### src/rtl/fetch_unit.sv
// fetch_unit: dual-issue instruction fetch with 2-entry bundle queue and branch redirect.
// Optional halt-on-opcode feature enabled by defining FETCH_HALT_EN.
module fetch_unit #(
    parameter int unsigned ADDR_W   = 15,
    parameter logic [31:0] RESET_PC = 32'h0
) (
    input  logic              clk,
    input  logic              rst,
    input  logic              interlock,
    input  logic              branch_flag,
    input  logic [31:0]       branch_pc,
    output logic              imem_en,
    output logic [ADDR_W-1:0] imem_addr,
    input  logic [63:0]       imem_dout,
    output logic [31:0]       pc,
    output logic [63:0]       inst,
    output logic              halted
);
    localparam logic [95:0] NOP_E = {32'h0, 64'hE000_0000_E000_0000};
    logic [31:0] fetch_pc_q, fetch_pc_d, infl_pc_q, infl_pc_d;
    logic        inflight_q, inflight_d, halted_q, halted_d;
    logic [1:0]  count_q, count_d, cnt_mid;
    logic [95:0] hd_q, hd_d, tl_q, tl_d, out_q, out_d, resp;
    logic        resp_valid, consume, pop, bypass, push;
    logic [2:0]  occ;
    // a redirect in the same cycle kills the response of the older request
    assign resp_valid = inflight_q & ~branch_flag;
    assign resp       = {infl_pc_q, imem_dout};
    assign consume    = ~interlock & ((count_q != 2'd0) | resp_valid);
    assign pop        = consume & (count_q != 2'd0);
    assign bypass     = consume & (count_q == 2'd0);
    assign push       = resp_valid & ~bypass;
    assign cnt_mid    = count_q - {1'b0, pop};
    assign occ        = {1'b0, count_q} + {2'b0, inflight_q} - {2'b0, consume};
    assign imem_en    = ~rst & (branch_flag | (~halted_q & (occ < 3'd2)));
    assign imem_addr  = branch_flag ? branch_pc[ADDR_W-1:0] : fetch_pc_q[ADDR_W-1:0];
    assign pc         = out_q[95:64];
    assign inst       = out_q[63:0];
    assign halted     = halted_q;
    always_comb begin
        fetch_pc_d = branch_flag ? branch_pc + 32'd1 : imem_en ? fetch_pc_q + 32'd1 : fetch_pc_q;
        infl_pc_d  = branch_flag ? branch_pc : fetch_pc_q;
        inflight_d = imem_en;
        hd_d       = (push && cnt_mid == 2'd0) ? resp : pop ? tl_q : hd_q;
        tl_d       = (push && cnt_mid == 2'd1) ? resp : tl_q;
        count_d    = branch_flag ? 2'd0 : cnt_mid + {1'b0, push};
        out_d      = branch_flag ? NOP_E : interlock ? out_q : pop ? hd_q : bypass ? resp : NOP_E;
    end
`ifdef FETCH_HALT_EN
    assign halted_d = ~branch_flag & (halted_q | (out_d[63:58] == 6'b111111));
`else
    assign halted_d = 1'b0;
`endif
    always_ff @(posedge clk) begin
        if (rst) begin
            fetch_pc_q <= RESET_PC;
            infl_pc_q  <= 32'h0;
            inflight_q <= 1'b0;
            count_q    <= 2'd0;
            hd_q       <= 96'h0;
            tl_q       <= 96'h0;
            out_q      <= NOP_E;
            halted_q   <= 1'b0;
        end else begin
            fetch_pc_q <= fetch_pc_d;
            infl_pc_q  <= infl_pc_d;
            inflight_q <= inflight_d;
            count_q    <= count_d;
            hd_q       <= hd_d;
            tl_q       <= tl_d;
            out_q      <= out_d;
            halted_q   <= halted_d;
        end
    end
endmodule

### config.mk
export PLATFORM = sky130hd
export DESIGN_NAME = fetch_unit
export DESIGN_NICKNAME = d
export VERILOG_FILES = /design/src/rtl/fetch_unit.sv
export SDC_FILE = /design/constraint.sdc
export NUM_CORES = 1
export LEC_CHECK = 0
export ABC_AREA = 1
export ABC_CLOCK_PERIOD_IN_PS = 5500
export CAP_MARGIN = 20
export CORE_UTILIZATION = 50
export DETAILED_ROUTE_END_ITERATION = 16
export GPL_ROUTABILITY_DRIVEN = 0
export PLACE_DENSITY_LB_ADDON = 0.1
export SLEW_MARGIN = 5
export SYNTH_ARGS = -nofsm -noshare
export SYNTH_HDL_FRONTEND = slang
export SYNTH_SLANG_ARGS = --single-unit
### constraint.sdc
create_clock -name clk -period 5.5 [get_ports clk]
set_input_delay 1.65 -clock clk [delete_from_list [all_inputs] [get_ports clk]]
set_output_delay 1.65 -clock clk [all_outputs]
set_load 0.05 [all_outputs]
Word-level counts from Yosys, hierarchy flattened
Cells that the tools add are included.

Multiplexer cells: 8. Order comparisons: 1. Equal/unequal tests: 1. Add/sub/neg operators: 6. Reductions and logical operators: 8. Bitwise gates (word level): 12.

Operators with widths (count): $mux 96 (4); $mux 32 (3); $add 32x1->32 const B (2); $mux 15 (1); $and 1x1->1 (6); $reduce_bool 2->1 (3); $logic_not 2->1 (2); $not 1->1 (4); $add 2x1->3 (1); $lt 3x2->1 const B (1); $sub 3x1->3 (1); $add 2x1->2 (1); $eq 2x1->1 const B (1); $logic_and 1x1->1 (2); $or 1x1->1 (2); $reduce_or 2->1 (1); $sub 2x1->2 (1).

Register bits after elaboration: 355. Input port bits: 100.

Longest topological paths before layout
Gate-level depths: netlist (run 1).

Depth in word-level cells: 10. Mapped depth: 18.

Worst setup path before layout (run 1)
Ideal clock, no wire load.

Path type: input to output. Start point: input interlock. End point: output imem_en. Arrival: 4.124 ns. Required time: 3.850 ns. Path buffers: 1. Stages: 10. Setup slack: -0.274 ns. Cell sequence: clkbuf_1 -> inv_1 -> nand2_1 -> nand2_1 -> ha_1 -> nor2_1 -> fa_1 -> nor2_1 -> a21oi_2 -> nor2_1.

Word-level cells in the longest chain between the ends: 6.

RTL lines: start: declaration (RTL line 9) `input logic interlock,`; $not 1->1 (RTL line 29) `assign consume = ~interlock & ((count_q != 2'd0) | resp_valid);`; $and 1x1->1 (RTL line 29); $sub 3x1->3 (RTL line 34) `assign occ = {1'b0, count_q} + {2'b0, inflight_q} - {2'b0, consume};`; $lt 3x2->1 (RTL line 35) `assign imem_en = ~rst & (branch_flag | (~halted_q & (occ < 3'd2)));`; $or 1x1->1 (RTL line 35); $and 1x1->1 (RTL line 35); end: declaration (RTL line 12) `output logic imem_en,`.

Every way passes these cells.

Worst setup path in the final report (run 1)
Start point: input branch_flag. End point: output imem_en.

Word-level cells in the longest chain between the ends: 8.

RTL lines: start: declaration (RTL line 10) `input logic branch_flag,`; $not 1->1 (RTL line 27) `assign resp_valid = inflight_q & ~branch_flag;`; $and 1x1->1 (RTL line 27); $or 1x1->1 (RTL line 29); $and 1x1->1 (RTL line 29); $sub 3x1->3 (RTL line 34); $lt 3x2->1 (RTL line 35); $or 1x1->1 (*) (RTL line 35); $and 1x1->1 (*) (RTL line 35).

Mark *: on every way between the ends. The rest lies on a longest branch, timed or not.

==> results of run 1 <==
-- metal layers --
metal  track usage [%]  share of wire [%]
met4             9.058                2.6
met2             45.68                 47
met5                 0                  0
met3             3.590                6.1
met1             38.11                 45
-- path summary, 6_finish.rpt --
| check | start | end | slack [ps] |
|---|---|---|---|
| setup / recovery | branch_flag | imem_en | 360 |
| hold reg to reg | tl_q[68]$_SDFFE_PP0P_ | hd_q[68]$_SDFFE_PP0P_ | 480 |
| setup reg to reg | count_q[1]$_SDFF_PP0_ | hd_q[26]$_SDFFE_PP0P_ | 2010 |
| hold / removal | tl_q[68]$_SDFFE_PP0P_ | hd_q[68]$_SDFFE_PP0P_ | 480 |
-- layout make-up --
type | instances | area [sq um] | area share [%]
timing repair buffer | 239 | 2355 | 12.88
clock inverter | 7 | 67.56 | 0.3695
antenna | 2 | 5.005 | 0.02737
tap | 384 | 480.5 | 2.627
sequential | 355 | 7107 | 38.86
clock buffer | 57 | 1184 | 6.472
multi-input combinational | 1461 | 6754 | 36.93
inverter | 88 | 335.3 | 1.834
-- registers in the layout, summed over array words and instances (netlist names) --
signal and cells:
hd_q 96, tl_q 96, fetch_pc_q 32, inflight_q 1, out_q 96, count_q 2
infl_pc_q 32
-- through the flow --
| stage | cells | setup WS [ps] | instance area (sq um) |
|---|---|---|---|
| 6_report | 2593 | 356.9 | 18290 |
| 5_1_grt | 2593 | 197.0 | 18290 |
| 4_1_cts | 2589 | 358.5 | 18240 |
| 3_5_place_dp | 2525 | 375.1 | 16990 |
| 3_3_place_gp | 2525 | 372.3 | 16990 |
| 2_1_floorplan | 2068 | 137.6 | 14970 |
-- report_power, final --
group          switching, mW  total [mW]  leakage [nW]  internal [mW]
registers             0.0512        2.72          2.88           2.66
clock network           1.01        2.54         0.625           1.53
logic                  0.440       0.657          3.32          0.217
total                   1.51        5.91          6.82           4.41
-- kinds of logic (layout without fill, tap and decap cells) --
family | after synthesis | after routing
XOR/XNOR | 9 | 9
AO/OA/AOI/OAI | 369 | 369
buffers and inverters | 252 | 391
flip-flops | 355 | 355
other | 1 | 3
AND/OR/NAND/NOR | 1077 | 1077
adder cells (fa/ha/maj) | 5 | 5
-- worst max-delay path, stage by stage --
cell	delay, ps
buf_2	100
nor2_1	160
nand2_1	90
nand2_1	80
ha_1	220
nor2_1	130
fa_1	420
nor2_1	180
a21oi_2	100
nor2_4	190
buf_12	160
-- cell usage after synthesis --
library cell	number
xnor2_1	1
nor3_2	1
buf_6	6
xor2_1	8
a21oi_1	17
nand4_1	3
conb_1	1
o21ai_2	4
fa_1	1
a21oi_2	3
buf_2	45
nand3_4	1
nor3_1	7
inv_4	1
buf_4	18
nor2_4	6
o211ai_1	1
buf_8	1
nand2_2	8
inv_1	80
nand3_1	195
o22ai_1	6
dfxtp_1	355
o21ai_1	18
and2_1	2
nor2_1	298
ha_1	4
o21ai_0	130
nand3_2	1
buf_1	9
inv_2	7
nor2_2	12
a31oi_1	187
clkbuf_1	85
nand3b_1	2
a211oi_1	2
o21ai_4	1
nand2_1	541
==> qor.yml, run 1 <==
clock_network:
  root_buffer: "clkbuf_16"
  htree_levels: 2
  post_cts_buffers: 0
  cts_buffer_depth: 3
  clk_latency_ps: 520
  cts.clk_slew.worst_paths_ps: 60
  post_cts_resized: 0
  cts_inserted_buffers: 38
  cts_hold_buf: 0
  cts_tree: "built"
  cts.sinks: 355
synth:
  syn-instance-count: 2068
  syn_nets: 2173
  yosys.area_share.simple_pct: 29.66
  ys_ff_latch: 355
  yosysTopAreaCell: "dfxtp_1"
  syn_avg_cell_area_sq_um: 7.233
  synthAdderAreaFrac_pct: 0.4684
  synth_top_family_by_area: "simple AND/OR/NAND/NOR gates"
  netlist_area_sq_mm: 0.01496
  synthMuxAreaShare_pct: 0
  synthTopCellsByArea: "dfxtp_1, nand2_1, a31oi_1, nor2_1, nand3_1"
  synth-compound-area-share_pct: 14.26
  yosys.cell_types.count: 38
  synth-xor-area-share_pct: 0.5270
  seq_area_frac_synth_pct: 47.51
  synth_top_area_share_pct: 47.51
  yosys_warnings: 0
detailed_routing:
  drt-initial-drc-count: 1408
  wl_per_cell_um: 16.58
  wirelength_um: 43000
  ant_nets: 0
  routed-via-count: 14390
  drtPass1Iterations: 5
  drc: 0
  via_per_inst: 5.549
finish:
  final_layout_size_suffix_gt1_share_pct: 6.661
  final_common_cell: "nand2_1"
  final_core_util_pct: 62.86
  mostFrequentLayoutCells: "nand2_1, dfxtp_1, nor2_1, clkdlybuf4s50_1, nand3_1"
  area_growth_pct: 22.26
  nNetsFinal: 2288
  n_fill_cell: 2601
job:
  cap_viol_max_count: 0
pwr:
  ir_worst_vdd_uv: 194.0
  p_leak_nw: 6.825
  power_density_mw_per_mm2: 323.4
  total_power_mw: 5.914
placed_design:
  hpwlAfterDp_um: 25560
  io_buffer_count: 211
timing:
  finalSetupViolations: 0
  worstMarginPinSlew_ps: 1099
  max_slew_margin_pct: 26.75
  final.period_utilization_pct: 93.51
  rsz0062_at_grt: "no"
  tns_ps: 0
  clock_skew_ps: 21.67
  holdWs_ps: 477.7
  fmax_mhz: 194.4
  finalHoldViolations: 0
  fin_crit_ps: 5143
  finalMaxSlewViolations: 0
floorplan:
  core_area_sq_mm: 0.02909
  start_util_pct: 51.42
  die_h_um: 175.0
  num_io_pins: 213
  die_area_sq_mm: 0.03061
  fp.dieW_um: 175.0
  rows: 62
global_routing:
  grt_pass1_wl_um: 70190
  grt_pass1_vias: 13640
  grt_max_degree: 107
  grt_antenna_before_repair: 2
  grt_usage_pct: 27.92
  grt-ovfl-total: 0
worst_setup_path:
  path_max_fanout: 3
  end_kind: "output pin"
  cp.required_ps: 3850
  start_kind: "primary input"
  reg2reg_depth: 10
  criticalPathCategory: "in2out"
  worstPathArrival_ps: 3490
worst_hold_path:
  holdPathStages: 2
  hold_path.class: "reg2reg"
outcome:
  status: "completed"
(Power assumes the default switching activity.)
==> inputs of run 2 (changes only) <==
--- a/config.mk
+++ b/config.mk
@@ -9,9 +9,11 @@
 export ABC_CLOCK_PERIOD_IN_PS = 5500
 export CAP_MARGIN = 20
 export CORE_UTILIZATION = 50
+export CTS_BUF_LIST = sky130_fd_sc_hd__clkbuf_8
 export DETAILED_ROUTE_END_ITERATION = 16
 export GPL_ROUTABILITY_DRIVEN = 0
 export PLACE_DENSITY_LB_ADDON = 0.1
+export SKIP_CTS_REPAIR_TIMING = 1
 export SLEW_MARGIN = 5
 export SYNTH_ARGS = -nofsm -noshare
 export SYNTH_HDL_FRONTEND = slang
==> qor.yml, run 2 (same netlist as run 1, synthesis figures left out) <==
outcome:
  status: "completed"
detailed_routing:
  wirelength_um: 43170  # +0.41%
  wl_met1_um: 19210  # -0.13%
  wl_per_cell_um: 16.45  # -0.78%
  maxUsedRoutingLayer: "met4"
  drt-initial-drc-count: 1334  # -5.3%
  met3RoutedLength_um: 2935  # +12%
  drc: 0  # unchanged
  ant_nets: 0  # unchanged
  routed-via-count: 14480  # +0.60%
  dr_wl_met2_um: 19790  # -1.1%
  drtPass1Iterations: 5  # unchanged
  via_per_inst: 5.516  # -0.59%
clock_network:
  cts_buffer_depth: 3  # unchanged
  cts.clk_slew.worst_paths_ps: 60  # about the same
  root_buffer: "clkbuf_8"
  cts_tree: "built"
  cts_inserted_buffers: 56  # +47%
  htree_levels: 2  # unchanged
  cts.sinks: 355  # unchanged
  clk_latency_ps: 590  # +70 ps
placed_design:
  placed_cell_area_sq_mm: 0.01699  # unchanged
  preCtsSetupSlack_ps: 375.1  # unchanged
  hpwlAfterDp_um: 25560  # unchanged
  io_buffer_count: 211  # unchanged
finish:
  multi_input_area_sq_mm: 0.006754  # unchanged
  area_growth_pct: 21.83
  n_fill_cell: 2630  # +1.1%
  final_common_cell: "nand2_1"
  top_regs: "hd_q x96, out_q x96, tl_q x96"
  ff_latch_area_sq_mm: 0.007107  # unchanged
  nNetsFinal: 2306  # +0.79%
  final_core_util_pct: 62.65  # -0.22 points
  fin_area_sq_mm: 0.01822  # -0.35%
  final_layout_size_suffix_gt1_share_pct: 7.551  # +0.89 points
  mostFrequentLayoutCells: "nand2_1, dfxtp_1, nor2_1, clkdlybuf4s50_1, nand3_1"
floorplan:
  start_util_pct: 51.42  # unchanged
  die_area_sq_mm: 0.03061  # unchanged
  rows: 62  # unchanged
  num_io_pins: 213  # unchanged
  fp.dieW_um: 175.0  # unchanged
  core_area_sq_mm: 0.02909  # unchanged
  die_h_um: 175.0  # unchanged
timing:
  finalHoldViolations: 0  # unchanged
  tns_ps: 0  # unchanged
  fmax_mhz: 194.3  # about the same
  holdWs_ps: 475.8  # -1.864 ps
  finalSetupViolations: 0  # unchanged
  finalMaxSlewViolations: 0  # unchanged
  setup_ws_ps: 354.3  # -2.567 ps
  rsz0062_at_grt: "no"
  max_slew_margin_pct: 25.96  # -0.79 points
  final.period_utilization_pct: 93.56  # about the same
  fin_crit_ps: 5146  # +2.567 ps
  clock_skew_ps: 18.42  # -3.249 ps
  worstMarginPinSlew_ps: 1111  # +11.80 ps
worst_setup_path:
  worstPathArrival_ps: 3500  # about the same
  path_max_fanout: 3  # unchanged
  cp.required_ps: 3850  # about the same
  start_kind: "primary input"
  end_kind: "output pin"
  criticalPathCategory: "in2out"
pwr:
  comb_power_share_pct: 11.5  # +0.4 points
  p_sw_mw: 1.505  # about the same
  switching_share_pct: 26.41  # +0.96 points
  pwr-share-clk_pct: 40.8  # -2.2 points
  power_density_mw_per_mm2: 312.6  # -3.3%
  power.share.sequential_pct: 47.7  # +1.8 points
  ir_worst_vdd_uv: 188.8  # -2.7%
  p_int_mw: 4.193  # -4.9%
  p_leak_nw: 6.855  # +0.45%
global_routing:
  grt_antenna_before_repair: 2  # unchanged
  grt_pass1_wl_um: 70260  # +0.11%
  grt-ovfl-total: 0  # unchanged
  grt_usage_pct: 27.85  # -0.074 points
  grt_max_degree: 107  # unchanged
  grt_pass1_vias: 13860  # +1.6%
worst_hold_path:
  hold_path.class: "reg2reg"
job:
  cap_viol_max_count: 0  # unchanged
-- run 2: cell types whose count changed in the layout (fill, tap and decap cells not counted), sizes merged --
cell and change:
bufinv +1, clkbuf +19, clkinv -2, clkinvlp +2, inv +11
-- run 2: final cells by class --
type / count / area share, %
clock buffer: 76 / 5.740
inverter: 88 / 1.840
antenna: 2 / 0.02746
timing repair buffer: 239 / 12.96
clock inverter: 19 / 0.7346
multi-input combinational: 1461 / 37.06
sequential: 355 / 39.00
tap: 384 / 2.636
-- run 2: worst paths after layout --
check | startpoint | to | slack [ps] | depth (start not counted)
max | branch_flag | imem_en | 350 | 11
min | tl_q[65]$_SDFFE_PP0P_ | hd_q[65]$_SDFFE_PP0P_ | 480 | 2
max reg2reg | count_q[1]$_SDFF_PP0_ | hd_q[26]$_SDFFE_PP0P_ | 1990 | 10
min reg2reg | tl_q[65]$_SDFFE_PP0P_ | hd_q[65]$_SDFFE_PP0P_ | 480 | 2
-- run 2: layer usage --
layer,GRT usage (%),up-vias
met1,37.42,6781
met3,4.373,84
met4,10.69,0
li1,-,7083
met2,44.91,527
met5,0,-
-- run 2: worst max-delay path, stage by stage --
cell	delay, ps
buf_2	100
nor2_1	160
nand2_1	90
nand2_1	80
ha_1	220
nor2_1	130
fa_1	420
nor2_1	180
a21oi_2	100
nor2_4	200
buf_12	170
-- run 2: power groups by stage --
stage	Clock (mW)	Combinational (mW)	Sequential [mW]
2_1_floorplan	0	0.401	2.79
3_3_place_gp	0	0.639	2.77
3_5_place_dp	0	0.647	2.77
4_1_cts	2.36	0.650	2.72
5_1_grt	2.49	0.718	2.72
6_report	2.32	0.658	2.72
-- run 2: stage by stage --
stage / cells / total power, mW
floorplan: 2068 / 3.186
global placement: 2525 / 3.407
detailed placement: 2525 / 3.417
CTS: 2620 / 5.724
global route: 2624 / 5.930
finish: 2624 / 5.697
